**config.mk**
```make
export PLATFORM = sky130hd
export DESIGN_NAME = bp_cce_sharers_iter
export DESIGN_NICKNAME = d
export VERILOG_FILES = /design/src/rtl/bp_cce_sharers_iter.sv
export SDC_FILE = /design/constraint.sdc
export NUM_CORES = 1
export LEC_CHECK = 0
export ABC_AREA = 1
export CELL_PAD_IN_SITES_DETAIL_PLACEMENT = 0
export CELL_PAD_IN_SITES_GLOBAL_PLACEMENT = 1
export CORE_UTILIZATION = 34
export CTS_BUF_LIST = sky130_fd_sc_hd__clkbuf_8
export DETAILED_ROUTE_END_ITERATION = 12
export DONT_BUFFER_PORTS = 1
export PLACE_DENSITY_LB_ADDON = 0.25
export SLEW_MARGIN = 20
export SYNTH_ARGS = -nofsm -noshare
export SYNTH_HDL_FRONTEND = slang
export SYNTH_SLANG_ARGS = --single-unit
```
**constraint.sdc**
```tcl
create_clock -name clk_i -period 3.15 [get_ports clk_i]
set_input_delay 0.945 -clock clk_i [delete_from_list [all_inputs] [get_ports clk_i]]
set_output_delay 0.945 -clock clk_i [all_outputs]
set_load 0.01 [all_outputs]
```
**src/rtl/bp_cce_sharers_iter.sv**
```systemverilog
// Walks a captured sharers-hit vector one set bit at a time, presenting each
// LCE index (lowest first) to the CCE pipeline under a valid/yumi handshake.
module bp_cce_sharers_iter #(
    parameter int unsigned num_lce_p = 8,
    parameter int unsigned width_p   = 64,
    localparam int unsigned lg_num_lce_lp = (num_lce_p > 1) ? $clog2(num_lce_p) : 1
) (
    input  logic                     clk_i,
    input  logic                     reset_i,
    input  logic                     start_i,
    input  logic [num_lce_p-1:0]     hits_i,
    input  logic                     skip_v_i,
    input  logic [lg_num_lce_lp-1:0] skip_lce_i,
    input  logic                     abort_i,
    output logic                     idx_v_o,
    output logic [width_p-1:0]       idx_o,
    input  logic                     idx_yumi_i,
    output logic                     busy_o,
    output logic                     done_o,
    output logic [lg_num_lce_lp:0]   count_o
);

    localparam int unsigned count_w = lg_num_lce_lp + 1;

    typedef enum logic [1:0] {
        e_idle = 2'd0,
        e_scan = 2'd1,
        e_done = 2'd2
    } state_e;

    state_e                   state_r, state_n;
    logic [num_lce_p-1:0]     pending_r, pending_n;
    logic [count_w-1:0]       count_r, count_n;

    logic [num_lce_p-1:0]     skip_mask, captured, clr_mask, pending_after;
    logic [lg_num_lce_lp-1:0] enc;

    // Capture mask; an out-of-range skip_lce_i matches no bit and excludes nothing.
    always_comb begin
        skip_mask = '0;
        clr_mask  = '0;
        enc       = '0;
        for (int i = num_lce_p - 1; i >= 0; i--) begin
            if (pending_r[i]) enc = lg_num_lce_lp'(i);
        end
        for (int i = 0; i < num_lce_p; i++) begin
            skip_mask[i] = skip_v_i && (skip_lce_i == lg_num_lce_lp'(i));
            clr_mask[i]  = (enc == lg_num_lce_lp'(i));
        end
        captured      = hits_i & ~skip_mask;
        pending_after = pending_r & ~clr_mask;
    end

    // State register
    always_ff @(posedge clk_i) begin
        if (reset_i) state_r <= e_idle;
        else         state_r <= state_n;
    end

    // Next-state logic; abort dominates start and yumi
    always_comb begin
        state_n = state_r;
        if (abort_i) begin
            state_n = e_idle;
        end else begin
            unique case (state_r)
                e_idle: if (start_i) state_n = (captured != '0) ? e_scan : e_done;
                e_scan: if (idx_yumi_i && (pending_after == '0)) state_n = e_done;
                e_done: state_n = e_idle;
                default: state_n = e_idle;
            endcase
        end
    end

    // Pending vector and consumed-index counter
    always_comb begin
        pending_n = pending_r;
        count_n   = count_r;
        if (abort_i) begin
            pending_n = '0;
        end else if ((state_r == e_idle) && start_i) begin
            pending_n = captured;
            count_n   = '0;
        end else if ((state_r == e_scan) && idx_yumi_i) begin
            pending_n = pending_after;
            count_n   = count_r + count_w'(1);
        end
    end

    always_ff @(posedge clk_i) begin
        if (reset_i) begin
            pending_r <= '0;
            count_r   <= '0;
        end else begin
            pending_r <= pending_n;
            count_r   <= count_n;
        end
    end

    // Outputs depend only on registered state
    always_comb begin
        busy_o  = 1'b0;
        done_o  = 1'b0;
        idx_v_o = 1'b0;
        idx_o   = width_p'(enc);
        count_o = count_r;
        busy_o  = (state_r != e_idle);
        done_o  = (state_r == e_done);
        idx_v_o = (state_r == e_scan) && (pending_r != '0);
    end

endmodule

```
* Word-level counts from Yosys, hierarchy flattened *
Index checks and enable logic that the tools add are counted.
Widths: inputs -> output; s select.

storage, ports and cells
  flip-flop bits (word level) = 14
  input bits = 17
  output and inout bits = 71
  logic and storage cells = 66

operators by class
  add/subtract/negate cells = 1
  eq/ne operators = 18
  muxes and demuxes = 16
  bitwise operators = 5
  reductions and logical operators = 23

operators by type and width
  operator             count
  $eq 3x3->1 const B   8
  $mux 3               8
  $and 8x8->8          2
  $mux 8               2
  $not 8->8            2
  $reduce_bool 8->1    2
  $eq 3x2->1 const B   4
  $logic_and 1x1->1    12
  $logic_not 8->1      1
  $mux 4               2
  $eq 3x1->1 const B   2
  $logic_not 3->1      2
  $mux 2               3
  $add 4x1->4 const B  1
  $ne 2x2->1 const B   2
  $pmux 2 s2           1
  $reduce_and 2->1     2
  $reduce_bool 2->1    2
  $eq 2x1->1 const B   1
  $eq 2x2->1 const B   1
  $logic_not 2->1      1
  $reduce_or 2->1      1
  $not 1->1            1

* Depth between registers and ports, before layout *
Gate-level depths: netlist of run 1.

  word-level depth = 15
  depth in mapped cells = 13
  mapped depth without buffers = 13

* Worst setup path before layout of run 1 *
No wires, ideal clock.

  path kind = input to register
  from = input port skip_lce_i[2]
  to = register state_r[1]
  setup time = 0.070 ns
  arrival = 1.770 ns
  required time = 3.080 ns
  setup slack = 1.310 ns
  stages = 9
  buffers on the path = 0
  cells stage by stage = inv_1 nand2_1 o21ai_0 nand2_1 nor3_1 nand2_1 o21ai_0 nand3_1 a21oi_1

between the ends
  cells in the longest elaborated chain, start to end = 8
  elaborated cells between the ends (all ways) = 22
  classes of those cells = eq/ne: 7; mux: 3; bitwise: 2; reduce/logical: 10

RTL lines
  what                                      RTL line  source
  start, declared                           13        input logic [lg_num_lce_lp-1:0] skip_lce_i,
  $eq 3x1->1, or another cell as far along  47        skip_mask[i] = skip_v_i && (skip_lce_i == lg_num_lce_lp'(i));
  $logic_and 1x1->1                         47
  $not 8->8 *                               50        captured = hits_i & ~skip_mask;
  $and 8x8->8 *                             50
  $reduce_bool 8->1 *                       67        e_idle: if (start_i) state_n = (captured != '0) ? e_scan : e_done;
  $mux 2 * (2 in a row)                     67
  $pmux 2 s2 *                              66        unique case (state_r)
  end signal, assigned                      56        if (reset_i) state_r <= e_idle;
  end signal, assigned                      57        else state_r <= state_n;
  end, declared                             31        state_e state_r, state_n;

Mark *: on every way between the ends. The rest lies on a longest branch, timed or not. The select of a mux whose other input is x is not followed.
A chain may end at the register's enable or synchronous reset.

* Final worst setup path of run 1 *
  from = register pending_r[5]
  to = output port idx_o[0]

between the ends
  cells in the longest elaborated chain, start to end = 6

RTL lines
  what                    RTL line  source
  start, declared         32        logic [num_lce_p-1:0] pending_r, pending_n;
  start signal, assigned  95        pending_r <= pending_n;
  $mux 3 (6 in a row)     44        if (pending_r[i]) enc = lg_num_lce_lp'(i);
  end, declared           16        output logic [width_p-1:0] idx_o,

No other way between the ends.

==> results of run 1 <==
[worst max path at each step]
stage	start	end	slack, ns
after floorplan	skip_lce_i[2]	state_r[1]	1.31
after global placement	skip_lce_i[2]	state_r[1]	1.14
after detailed placement	skip_lce_i[2]	state_r[1]	1.13
after CTS	pending_r[5]	idx_o[0]	0.94
after global routing	pending_r[7]	idx_o[0]	0.82
final	pending_r[5]	idx_o[0]	0.96
[layout by cell type, fill, tap and decap left out]
master	n
a21boi_0	4
clkbuf_8	4
conb_1	61
a21oi_1	8
nor2_8	1
or2_0	3
inv_2	4
nand3_1	5
dfxtp_1	14
ha_1	1
nand4_1	1
xor2_1	2
nor2_2	1
nand2_4	1
or2_1	1
o221ai_1	2
nor2_1	15
o22ai_1	1
nand2_8	1
o211ai_1	1
nor2_4	5
o21ai_1	1
nor3_1	2
inv_4	3
a31oi_1	5
o21ai_0	8
nand2_1	41
inv_1	22
nand4_2	1
[registers in the layout (all words and copies together) (netlist names)]
register,cells
pending_r,8
state_r,2
count_o,4
[worst min-delay path, stage by stage, from the launching register on]
cell and delay [ns]:
dfxtp_1 0.35, nand2_1 0.08, a31oi_1 0.07
[cells by family after synthesis]
family	Yosys count	share of synthesized area, %
XOR/XNOR	2	1.19
AO/OA/AOI/OAI	30	12.1
AND/OR/NAND/NOR	78	27.4
buffers and inverters	90	39.1
other	1	0.255
flip-flops	14	19.1
adder cells (fa/ha/maj)	1	0.852
[final cells by class]
cell class,instances,area [um^2]
clock buffers,4,55.1
inverters,29,116
flip-flops and latches,14,280
well taps,50,62.6
multi-input cells,172,840
fillers,468,2730
[power by group]
group / switching (mW) / internal (mW) / leakage [nW]
combinational: 0.0880 / 0.0262 / 0.577
clock: 0.0644 / 0.111 / 0.0288
sequential: 0.00557 / 0.182 / 0.114
total: 0.158 / 0.318 / 0.719
[Yosys cell counts (all sizes together)]
cell type | number | area [um^2]
a31oi | 5 | 31.3
a21oi | 8 | 40.0
o21ai | 9 | 45.0
a21boi | 4 | 30.0
inv | 29 | 116
nand4 | 2 | 18.8
xor2 | 2 | 17.5
nor3 | 2 | 10.0
o22ai | 1 | 6.26
nor2 | 22 | 139
conb | 1 | 3.75
or2 | 4 | 25.0
ha | 1 | 12.5
o221ai | 2 | 17.5
nand2 | 43 | 185
nand3 | 5 | 25.0
dfxtp | 14 | 280
buf | 61 | 458
o211ai | 1 | 7.51
[metrics by stage]
| step | instance area [um^2] | total power [mW] | setup WS [ns] | util, % | cells |
|---|---|---|---|---|---|
| CTS | 1350 | 0.482 | 0.944 | 33.1 | 269 |
| finish | 1350 | 0.476 | 0.958 | 33.1 | 269 |
| floorplan | 1690 | 0.345 | 1.31 | - | 276 |
| global placement | 1300 | 0.306 | 1.14 | 31.8 | 265 |
| global route | 1350 | 0.508 | 0.820 | 33.1 | 269 |
| detailed placement | 1300 | 0.305 | 1.13 | 31.8 | 265 |
[layer usage]
metal	routed length [um]	GRT usage, %	vias up	share of wire, %
li1	-	-	562	-
met1	1240	17.0	453	49
met2	1130	17.1	56	44
met3	181	2.20	0	7.1
met4	0	3.99	0	0
met5	0	0	-	0
==> metrics.csv, run 1 <==
metric,value,unit
result of the run,"complete, no violations",
initial antenna violation count,0,
worst clock skew,0.000867,ns
Die H,67.7,um
Final Net Count,238,
Routed WL per cell,9.51,um
WHS Endpoint,pending_r[3],
critical path startpoint category,flip-flop,
number of instances on the worst hold path,2,
areal power density over the cells,352,nW/um^2
gr usage total,11.8,%
number of input and output port buffers inserted,0,
number of register bits inferred by synthesis,14,
depth of the CTS H-tree,1,
Residual DRC,0,
CP cell instances,inv_1 -> nand2_1 -> nand2_1 -> nand2_1 -> nand2_1 -> a21oi_1,
Die Wd,67.7,um
Floorplan Core Area,4090,um^2
Worst Hold Slack,0.549,ns
max-cap viol count,0,
number of standard cells after synthesis,216,
post-detailed-route count of antenna-violating nets,0,
post-synthesis area per instance,6.80,um^2
slowest stage cell on the critical path,dfxtp_1,
vias in the first global route,893,
share of final-layout standard cells stronger than drive strength 1,9.59,%
part of the Yosys area used for sequential elements,19.1,%
type of destination of the critical path,output port,
maximum achievable frequency,0.456,GHz
Final Wtd Congestion,0.721,
Fin. Hold Viols,0,
register-to-register setup slack,1.59,ns
buffer type at the clock tree root,clkbuf_8,
number of cells on the worst reg-to-reg path,8,
maximum single-stage delay on the critical path,0.41,ns
final setup violation count,0,
launching point of the worst reg2reg path,pending_r[0],
path type of the worst setup path,flip-flop to output port,
Total Negative Setup Slacks,0,ns
drt pass-1 iters,4,
dominant cell type by count on the critical path,nand2_1,
cell family with the largest share of critical-path delay,flip-flops,
Cell variety after synth,29,
io pins,88,
worst IR drop on VDD,0.0979,mV
peak fanout along the critical path,5,
Row Count,23,
Crit Reg-Reg Endpoint,state_r[0],
total wire length after detailed routing,2.56,mm
CTS sink cnt,14,
grt total ovfl,0,
CTS tree,built,
clock transition at the registers of the reported paths,0.06,ns
ant diodes,0,
post-DR vias/cell,3.98,
first-pass GRT wire length,4.03,mm
DRC marker count from the first detailed-route iteration,40,
worst hold path type,flip-flop to flip-flop,
synthesized cell area,1470,um^2
Leakage Power,0.719,nW
initial core utilization,35.9,%
Clock Path Buffers,2,
cell count along the critical path,6,
data required time at the worst endpoint,2.20,ns
minimum period implied by the final worst setup slack,2.19,ns
number of buffers inserted to repair setup after CTS,0,
worst hold start,pending_r[3],
number of cells upsized or downsized after cts,0,
Final Slew Violations,0,
Die ar.,4590,um^2
number of hold-repair buffers added at the cts stage,0,
"Area growth, synth to finish",-7.84,%
Crit path buffers/inverters,1,
part of the cycle the worst path needs,69.6,%
unrepaired setup endpoints after global routing,no,
CTS buffer count,3,
count of vias placed by the detailed router,1071,
endpoint arrival time on the critical path,1.25,ns
largest net degree at the start of global routing,9,
number of synthesis warnings,0,
later-pin clock latency in the skew report,0.24,ns
detailed placer's ending HPWL,2.19,mm
Power figures use the tool's default switching activity.
==> inputs of run 2 (changes only) <==
--- a/config.mk
+++ b/config.mk
@@ -5,7 +5,7 @@
 export SDC_FILE = /design/constraint.sdc
 export NUM_CORES = 1
 export LEC_CHECK = 0
-export ABC_AREA = 1
+export ABC_AREA = 0
 export CELL_PAD_IN_SITES_DETAIL_PLACEMENT = 0
 export CELL_PAD_IN_SITES_GLOBAL_PLACEMENT = 1
 export CORE_UTILIZATION = 34
==> constraint.sdc (replaced) <==
create_clock -name clk_i -period 1.77 [get_ports clk_i]
set_input_delay 0.531 -clock clk_i [delete_from_list [all_inputs] [get_ports clk_i]]
set_output_delay 0.531 -clock clk_i [all_outputs]
set_load 0.01 [all_outputs]
==> run 2 against run 1 <==
Compared with the run above: register-to-register slack got worse by 1.5 ns; clock power increased by 50%; highest routed layer is now met4; the run now ends with setup timing left; setup slack got worse by 1.1 ns; critical path depth decreased by 3; power increased by 70%; sequential share of layout area increased by 0.12 points.
==> metrics.csv, run 2 <==
metric,value,unit,change
slowest stage cell on the critical path,or4_4,,was dfxtp_1
worst clock skew,0.00178,ns,was 0.000867 ns
"Area growth, synth to finish",-3.76,%,was -7.84%
ant diodes,0,,unchanged
share of synthesized area spent on multiplexers,1.40,%,was 0%
maximum achievable frequency,0.523,GHz,
DP Area,1280,um^2,was 1300 um^2
grt total ovfl,0,,unchanged
number of enable flip-flop cells after synthesis,0,,unchanged
"most common cell after layout, fill and taps aside",conb_1,,unchanged
number of register bits inferred by synthesis,14,,unchanged
xor/xnor share of the synthesized area,0,%,was 1.19%
Die ar.,4470,um^2,was 4590 um^2
unrepaired setup endpoints after global routing,yes,,was no
CTS tree,built,,unchanged
CP cell instances,or4_4 -> nor3_4 -> a21boi_2,,was inv_1 -> nand2_1 -> nand2_1 -> nand2_1 -> nand2_1 -> a21oi_1
cell family with the largest share of critical-path delay,simple AND/OR/NAND/NOR gates,,was flip-flops
count of vias placed by the detailed router,1188,,"was 1,071"
post-DR vias/cell,4.68,,was 3.98
first-pass GRT wire length,4.61,mm,was 4.03 mm
top area cells in the synthesized netlist,"buf_4, dfxtp_1, a21oi_1",,"was buf_4, dfxtp_1, nand2_1"
number of input and output port buffers inserted,0,,unchanged
violated checks,setup timing,,
max-cap viol count,0,,unchanged
most numerous cell in the Yosys netlist,buf_4,,unchanged
Die H,66.9,um,was 67.7 um
clock transition at the registers of the reported paths,0.06,ns,about the same
gr usage total,13.7,%,was 11.8%
path type of the worst setup path,flip-flop to output port,,unchanged
Leakage Power,0.595,nW,was 0.719 nW
io pins,88,,unchanged
result of the run,finished with violations,,"was complete, no violations"
drt pass-1 iters,4,,unchanged
initial core utilization,35.5,%,was 35.9%
Cell variety after synth,41,,was 29
Synth Area in Compound Gates,19.2,%,was 12.1%
number of standard cells after synthesis,200,,was 216
critical path startpoint category,flip-flop,,unchanged
share of final-layout standard cells stronger than drive strength 1,14.7,%,was 9.59%
endpoint arrival time on the critical path,1.38,ns,was 1.25 ns
data required time at the worst endpoint,1.24,ns,was 2.20 ns
async set-or-reset flop fraction in the synthesized netlist,0,%,unchanged
post-detailed-route count of antenna-violating nets,0,,unchanged
prevailing post-synth register cell,dfxtp_1,,unchanged
Layout Cell Area excl Fill,1380,um^2,was 1350 um^2
CTS buffer count,3,,unchanged
number of hold-repair buffers added at the cts stage,0,,unchanged
type of destination of the critical path,output port,,unchanged
combinational family with the most area after synthesis,buffers and inverters,,unchanged
number of cells on the worst reg-to-reg path,6,,was 8
Residual DRC,0,,unchanged
worst IR drop on VDD,0.268,mV,was 0.0979 mV
Floorplan Core Area,4030,um^2,was 4090 um^2
final setup violation count,2,,was 0
detailed placer's ending HPWL,2.43,mm,was 2.19 mm
minimum period implied by the final worst setup slack,1.91,ns,
Routed WL per cell,12.2,um,was 9.51 um
total wire length after detailed routing,3.09,mm,was 2.56 mm
cell count along the critical path,3,,was 6
Synth area leader,buf_4,,unchanged
CTS sink cnt,14,,unchanged
final total power,0.812,mW,was 0.476 mW
part of the Yosys area used for sequential elements,19.6,%,was 19.1%
synthesized-area fraction occupied by adder cells,1.57,%,was 0.852%
number of instances on the worst hold path,1,,was 2
fraction of synthesized cell area taken by the top area cell type,32.0,%,was 31.2%
number of synthesis warnings,0,,unchanged
peak fanout along the critical path,7,,was 5
post-synthesis area per instance,7.15,um^2,was 6.80 um^2
Row Count,23,,unchanged
vias in the first global route,972,,was 893
Final Wtd Congestion,0.869,,was 0.721
Die Wd,66.9,um,was 67.7 um
depth of the CTS H-tree,1,,unchanged
later-pin clock latency in the skew report,0.24,ns,about the same
"share of synthesized cell area in and, or, nand and nor gates",22.6,%,was 27.4%
most used cells in the layout excluding fill and tap cells,"conb_1, nor2_1, a21oi_1",,"was conb_1, nand2_1, inv_1, nor2_1, dfxtp_1"
Final Net Count,224,,was 238
DRC marker count from the first detailed-route iteration,53,,was 40
Final Slew Violations,0,,unchanged
Clock Path Buffers,2,,unchanged
top cell types by occurrence after synthesis,"buf_4, a21oi_1, nor2_1, dfxtp_1",,"was buf_4, nand2_1, inv_1, nor2_1, dfxtp_1"
Crit path buffers/inverters,0,,was 1
largest net degree at the start of global routing,12,,was 9
initial antenna violation count,0,,unchanged
maximum single-stage delay on the critical path,0.53,ns,was 0.41 ns
"Most flops, register",pending_r,,unchanged
Fin. Hold Viols,0,,unchanged
fin worst setup slack,-0.141,ns,was 0.958 ns
part of the cycle the worst path needs,108,%,
worst hold path type,input pin to flip-flop,,was flip-flop to flip-flop
flip-flop count of the largest register after layout,8,,unchanged
buffer type at the clock tree root,clkbuf_8,,unchanged
Total Negative Setup Slacks,-0.230,ns,was 0 ns
synthesized cell area,1430,um^2,was 1470 um^2
areal power density over the cells,590,nW/um^2,was 352 nW/um^2
[run 2: cell count changes after synthesis, moves of 4 or more]
cell,change
a21oi_1,+11
a31oi_1,-4
a32oi_1,+4
clkbuf_1,+5
inv_1,-18
inv_2,-4
nand2_1,-31
nand3_1,+5
nor2_1,+4
nor2_4,-5
nor2b_1,+4
[run 2: cells by family (layout without fill, tap and decap cells)]
group,Yosys count,after routing
multiplexers,2,2
buffers and inverters,73,17
flip-flops,14,14
other,1,61
AO/OA/AOI/OAI,45,45
AND/OR/NAND/NOR,63,63
adder cells (fa/ha/maj),2,2
[run 2: worst reg2reg max path, cell delays in order, from the launching register on]
cell       delay (ns)
dfxtp_2          0.35
or4_4            0.53
buf_4            0.16
o21ai_2          0.09
and3_1           0.18
a2111oi_1        0.07
or2_1            0.22
[run 2: cell type report]
class,count,area (um^2)
Inverter,4,15.0
Timing Repair Buffer,10,75.1
Fill cell,453,2650
Sequential cell,14,287
Multi-Input combinational cell,173,896
Tap cell,50,62.6
Clock buffer,3,41.3
[run 2: worst paths after layout]
check | start | to | slack [ns]
hold reg to reg | count_o[3] | count_o[3] | 0.52
setup / recovery | pending_r[0] | idx_v_o | -0.14
hold / removal | reset_i | count_o[1] | 0.35
setup reg to reg | pending_r[0] | state_r[0] | 0.05
[run 2: stage by stage]
step	utilization [%]	instances	hold WS [ns]	setup slack, ns
6_report	34.2	254	0.348	-0.141
5_1_grt	34.2	254	0.344	-0.203
4_1_cts	34.0	254	0.345	-0.196
3_5_place_dp	31.9	248	0.499	0.0525
3_3_place_gp	31.9	248	0.492	0.0856
2_1_floorplan	-	260	0.477	0.0759
[run 2: repair_timing]
| item | 4_1_cts | 5_1_grt |
|---|---|---|
| resized for setup | 7 | 5 |
| pin swaps | 4 | 5 |
| setup buffers | 3 | 0 |
| endpoints found under the setup margin | 3 | 6 |
[run 2: where the power goes]
group / switching [mW] / internal (mW) / leakage (nW)
clock network: 0.112 / 0.151 / 0.0216
logic: 0.142 / 0.0711 / 0.457
registers: 0.0123 / 0.324 / 0.116
[run 2: per-layer routing]
metal,global-route usage [%],up-vias,wire length [um]
li1,-,584,-
met1,16.1,542,1290
met2,23.2,56,1500
met3,3.08,6,230
met4,6.38,0,66
met5,0,-,0
==> inputs of run 3 (changes only) <==
--- a/config.mk
+++ b/config.mk
@@ -12,7 +12,7 @@
 export CTS_BUF_LIST = sky130_fd_sc_hd__clkbuf_8
 export DETAILED_ROUTE_END_ITERATION = 12
 export DONT_BUFFER_PORTS = 1
-export PLACE_DENSITY_LB_ADDON = 0.25
+export PLACE_DENSITY = 0.74
 export SLEW_MARGIN = 20
 export SYNTH_ARGS = -nofsm -noshare
 export SYNTH_HDL_FRONTEND = slang
==> run 3 against run 2 <==
Compared with the run above: the run still ends with setup timing left; register-to-register slack got worse by 0.14 ns; core utilization grew 3.2 points; sequential share of layout area down 1.5 points; flip-flop and latch count is the same; critical path type unchanged; highest routed layer unchanged.
==> metrics.csv, run 3 (synthesis results as in run 2) <==
metric,value,unit,change
result of the run,finished with violations,,unchanged
violated checks,setup timing,,unchanged
Total Negative Setup Slacks,-0.464,ns,was -0.230 ns
"Most flops, register",pending_r,,unchanged
gr usage total,14.1,%,was 13.7%
Final Wtd Congestion,0.793,,was 0.869
worst hold path type,input pin to flip-flop,,unchanged
worst clock skew,0.00594,ns,was 0.00178 ns
CTS buffer count,3,,unchanged
largest net degree at the start of global routing,11,,was 12
number of instances on the worst hold path,1,,unchanged
type of destination of the critical path,output port,,unchanged
Row Count,23,,unchanged
count of vias placed by the detailed router,1239,,"was 1,188"
minimum period implied by the final worst setup slack,1.97,ns,was 1.91 ns
final total power,0.895,mW,was 0.812 mW
Die Wd,66.9,um,unchanged
ant diodes,0,,unchanged
number of input and output port buffers inserted,0,,unchanged
worst IR drop on VDD,0.182,mV,was 0.268 mV
io pins,88,,unchanged
sequential cell area,292,um^2,was 287 um^2
combined area of the multi-input logic cells,932,um^2,was 896 um^2
Clock Path Buffers,2,,unchanged
CTS tree,built,,unchanged
initial core utilization,35.5,%,unchanged
Residual DRC,0,,unchanged
part of the cycle the worst path needs,111,%,was 108%
first-pass GRT wire length,4.80,mm,was 4.61 mm
Fin. Hold Viols,0,,unchanged
path type of the worst setup path,flip-flop to output port,,unchanged
maximum single-stage delay on the critical path,0.58,ns,was 0.53 ns
"most common cell after layout, fill and taps aside",conb_1,,unchanged
clock transition at the registers of the reported paths,0.06,ns,about the same
CTS sink cnt,14,,unchanged
DRC marker count from the first detailed-route iteration,36,,was 53
max-cap viol count,0,,unchanged
critical path startpoint category,flip-flop,,unchanged
number of hold-repair buffers added at the cts stage,0,,unchanged
Floorplan Core Area,4030,um^2,unchanged
Die ar.,4470,um^2,unchanged
Leakage Power,0.649,nW,was 0.595 nW
peak fanout along the critical path,3,,was 7
maximum achievable frequency,0.508,GHz,was 0.523 GHz
flip-flop count of the largest register after layout,8,,unchanged
post-DR vias/cell,4.73,,was 4.68
buffer type at the clock tree root,clkbuf_8,,unchanged
Final Slew Violations,0,,unchanged
initial antenna violation count,0,,unchanged
Final Core Density,37.4,%,was 34.2%
unrepaired setup endpoints after global routing,yes,,unchanged
final setup violation count,3,,was 2
later-pin clock latency in the skew report,0.25,ns,was 0.24 ns
most used cells in the layout excluding fill and tap cells,"conb_1, nor2_1, a21oi_1, buf_4",,"was conb_1, nor2_1, a21oi_1"
vias in the first global route,1026,,was 972
Worst Hold Slack,0.341,ns,was 0.348 ns
Die H,66.9,um,unchanged
Final Net Count,231,,was 224
depth of the CTS H-tree,1,,unchanged
data required time at the worst endpoint,1.24,ns,about the same
layout filler cell count,441,,was 453
number of cells on the worst reg-to-reg path,7,,was 6
post-detailed-route count of antenna-violating nets,0,,unchanged
Routed WL per cell,11.7,um,was 12.2 um
fin worst setup slack,-0.200,ns,was -0.141 ns
share of final-layout standard cells stronger than drive strength 1,21.2,%,was 14.7%
grt total ovfl,0,,unchanged
slowest stage cell on the critical path,or4_4,,unchanged
endpoint arrival time on the critical path,1.44,ns,was 1.38 ns
detailed placer's ending HPWL,2.34,mm,was 2.43 mm
worst setup timing slack at the placement stage,0.0720,ns,was 0.0525 ns
CP cell instances,or4_4 -> buf_12 -> a21oi_4,,was or4_4 -> nor3_4 -> a21boi_2
"Area growth, synth to finish",5.34,%,was -3.76%
areal power density over the cells,594,nW/um^2,was 590 nW/um^2
total wire length after detailed routing,3.07,mm,was 3.09 mm
drt pass-1 iters,4,,unchanged
run 3: changes by cell type in the layout (fill, tap and decap cells not counted), moves of 2 or more:
cell / previous run / this run
a21oi_1: 17 / 14
a21oi_4: 0 / 2
buf_4: 10 / 14
buf_6: 0 / 2
dfxtp_2: 5 / 3
dfxtp_4: 0 / 2
inv_1: 4 / 2
run 3: critical path: cells and delay by family, from the launching register on:
| kind | cells | cell delay (ns) |
|---|---|---|
| AOI/OAI and AO/OA | 1 | 0.13 |
| buffers and inverters | 1 | 0.15 |
| DFF | 1 | 0.32 |
| and+or+nand+nor | 1 | 0.58 |
run 3: cell type report:
class,instances,area share (%)
repair buffers,17,9.80
flip-flops and latches,14,19.4
clock buffers,4,3.65
multi-input cells,173,61.9
inverters,4,1.16
well taps,50,4.15
run 3: metal layers:
layer,GRT usage [%],vias to the layer above,wire length [um]
met2,25.8,58,1610
met4,3.99,0,56
met5,0,-,0
li1,-,600,-
met1,16.1,576,1220
met3,3.25,5,196
run 3: final timing paths:
path,start,end,slack (ns)
max,pending_r[2],idx_o[2],-0.20
min,reset_i,count_o[3],0.34
max reg2reg,pending_r[2],state_r[0],-0.09
min reg2reg,count_o[3],count_o[3],0.50
run 3: stage by stage:
stage               area [um^2]  instances
floorplan                  1660        260
global placement           1310        252
detailed placement         1310        252
CTS                        1420        257
global route               1510        262
finish                     1510        262
run 3: report_power, final:
| group | switching, mW | total (mW) | internal, mW |
|---|---|---|---|
| combinational | 0.150 | 0.242 | 0.0915 |
| clock | 0.123 | 0.321 | 0.198 |
| sequential | 0.0111 | 0.333 | 0.322 |
| total | 0.285 | 0.895 | 0.611 |
run 3: repair_timing:
action | in CTS | in global routing
buffers inserted | 1 | 5
gates cloned | 0 | 0
endpoints found under the setup margin | 4 | 5
gates resized for setup | 10 | 17
hold endpoints to repair | 0 | 0
pin swaps | 0 | 6
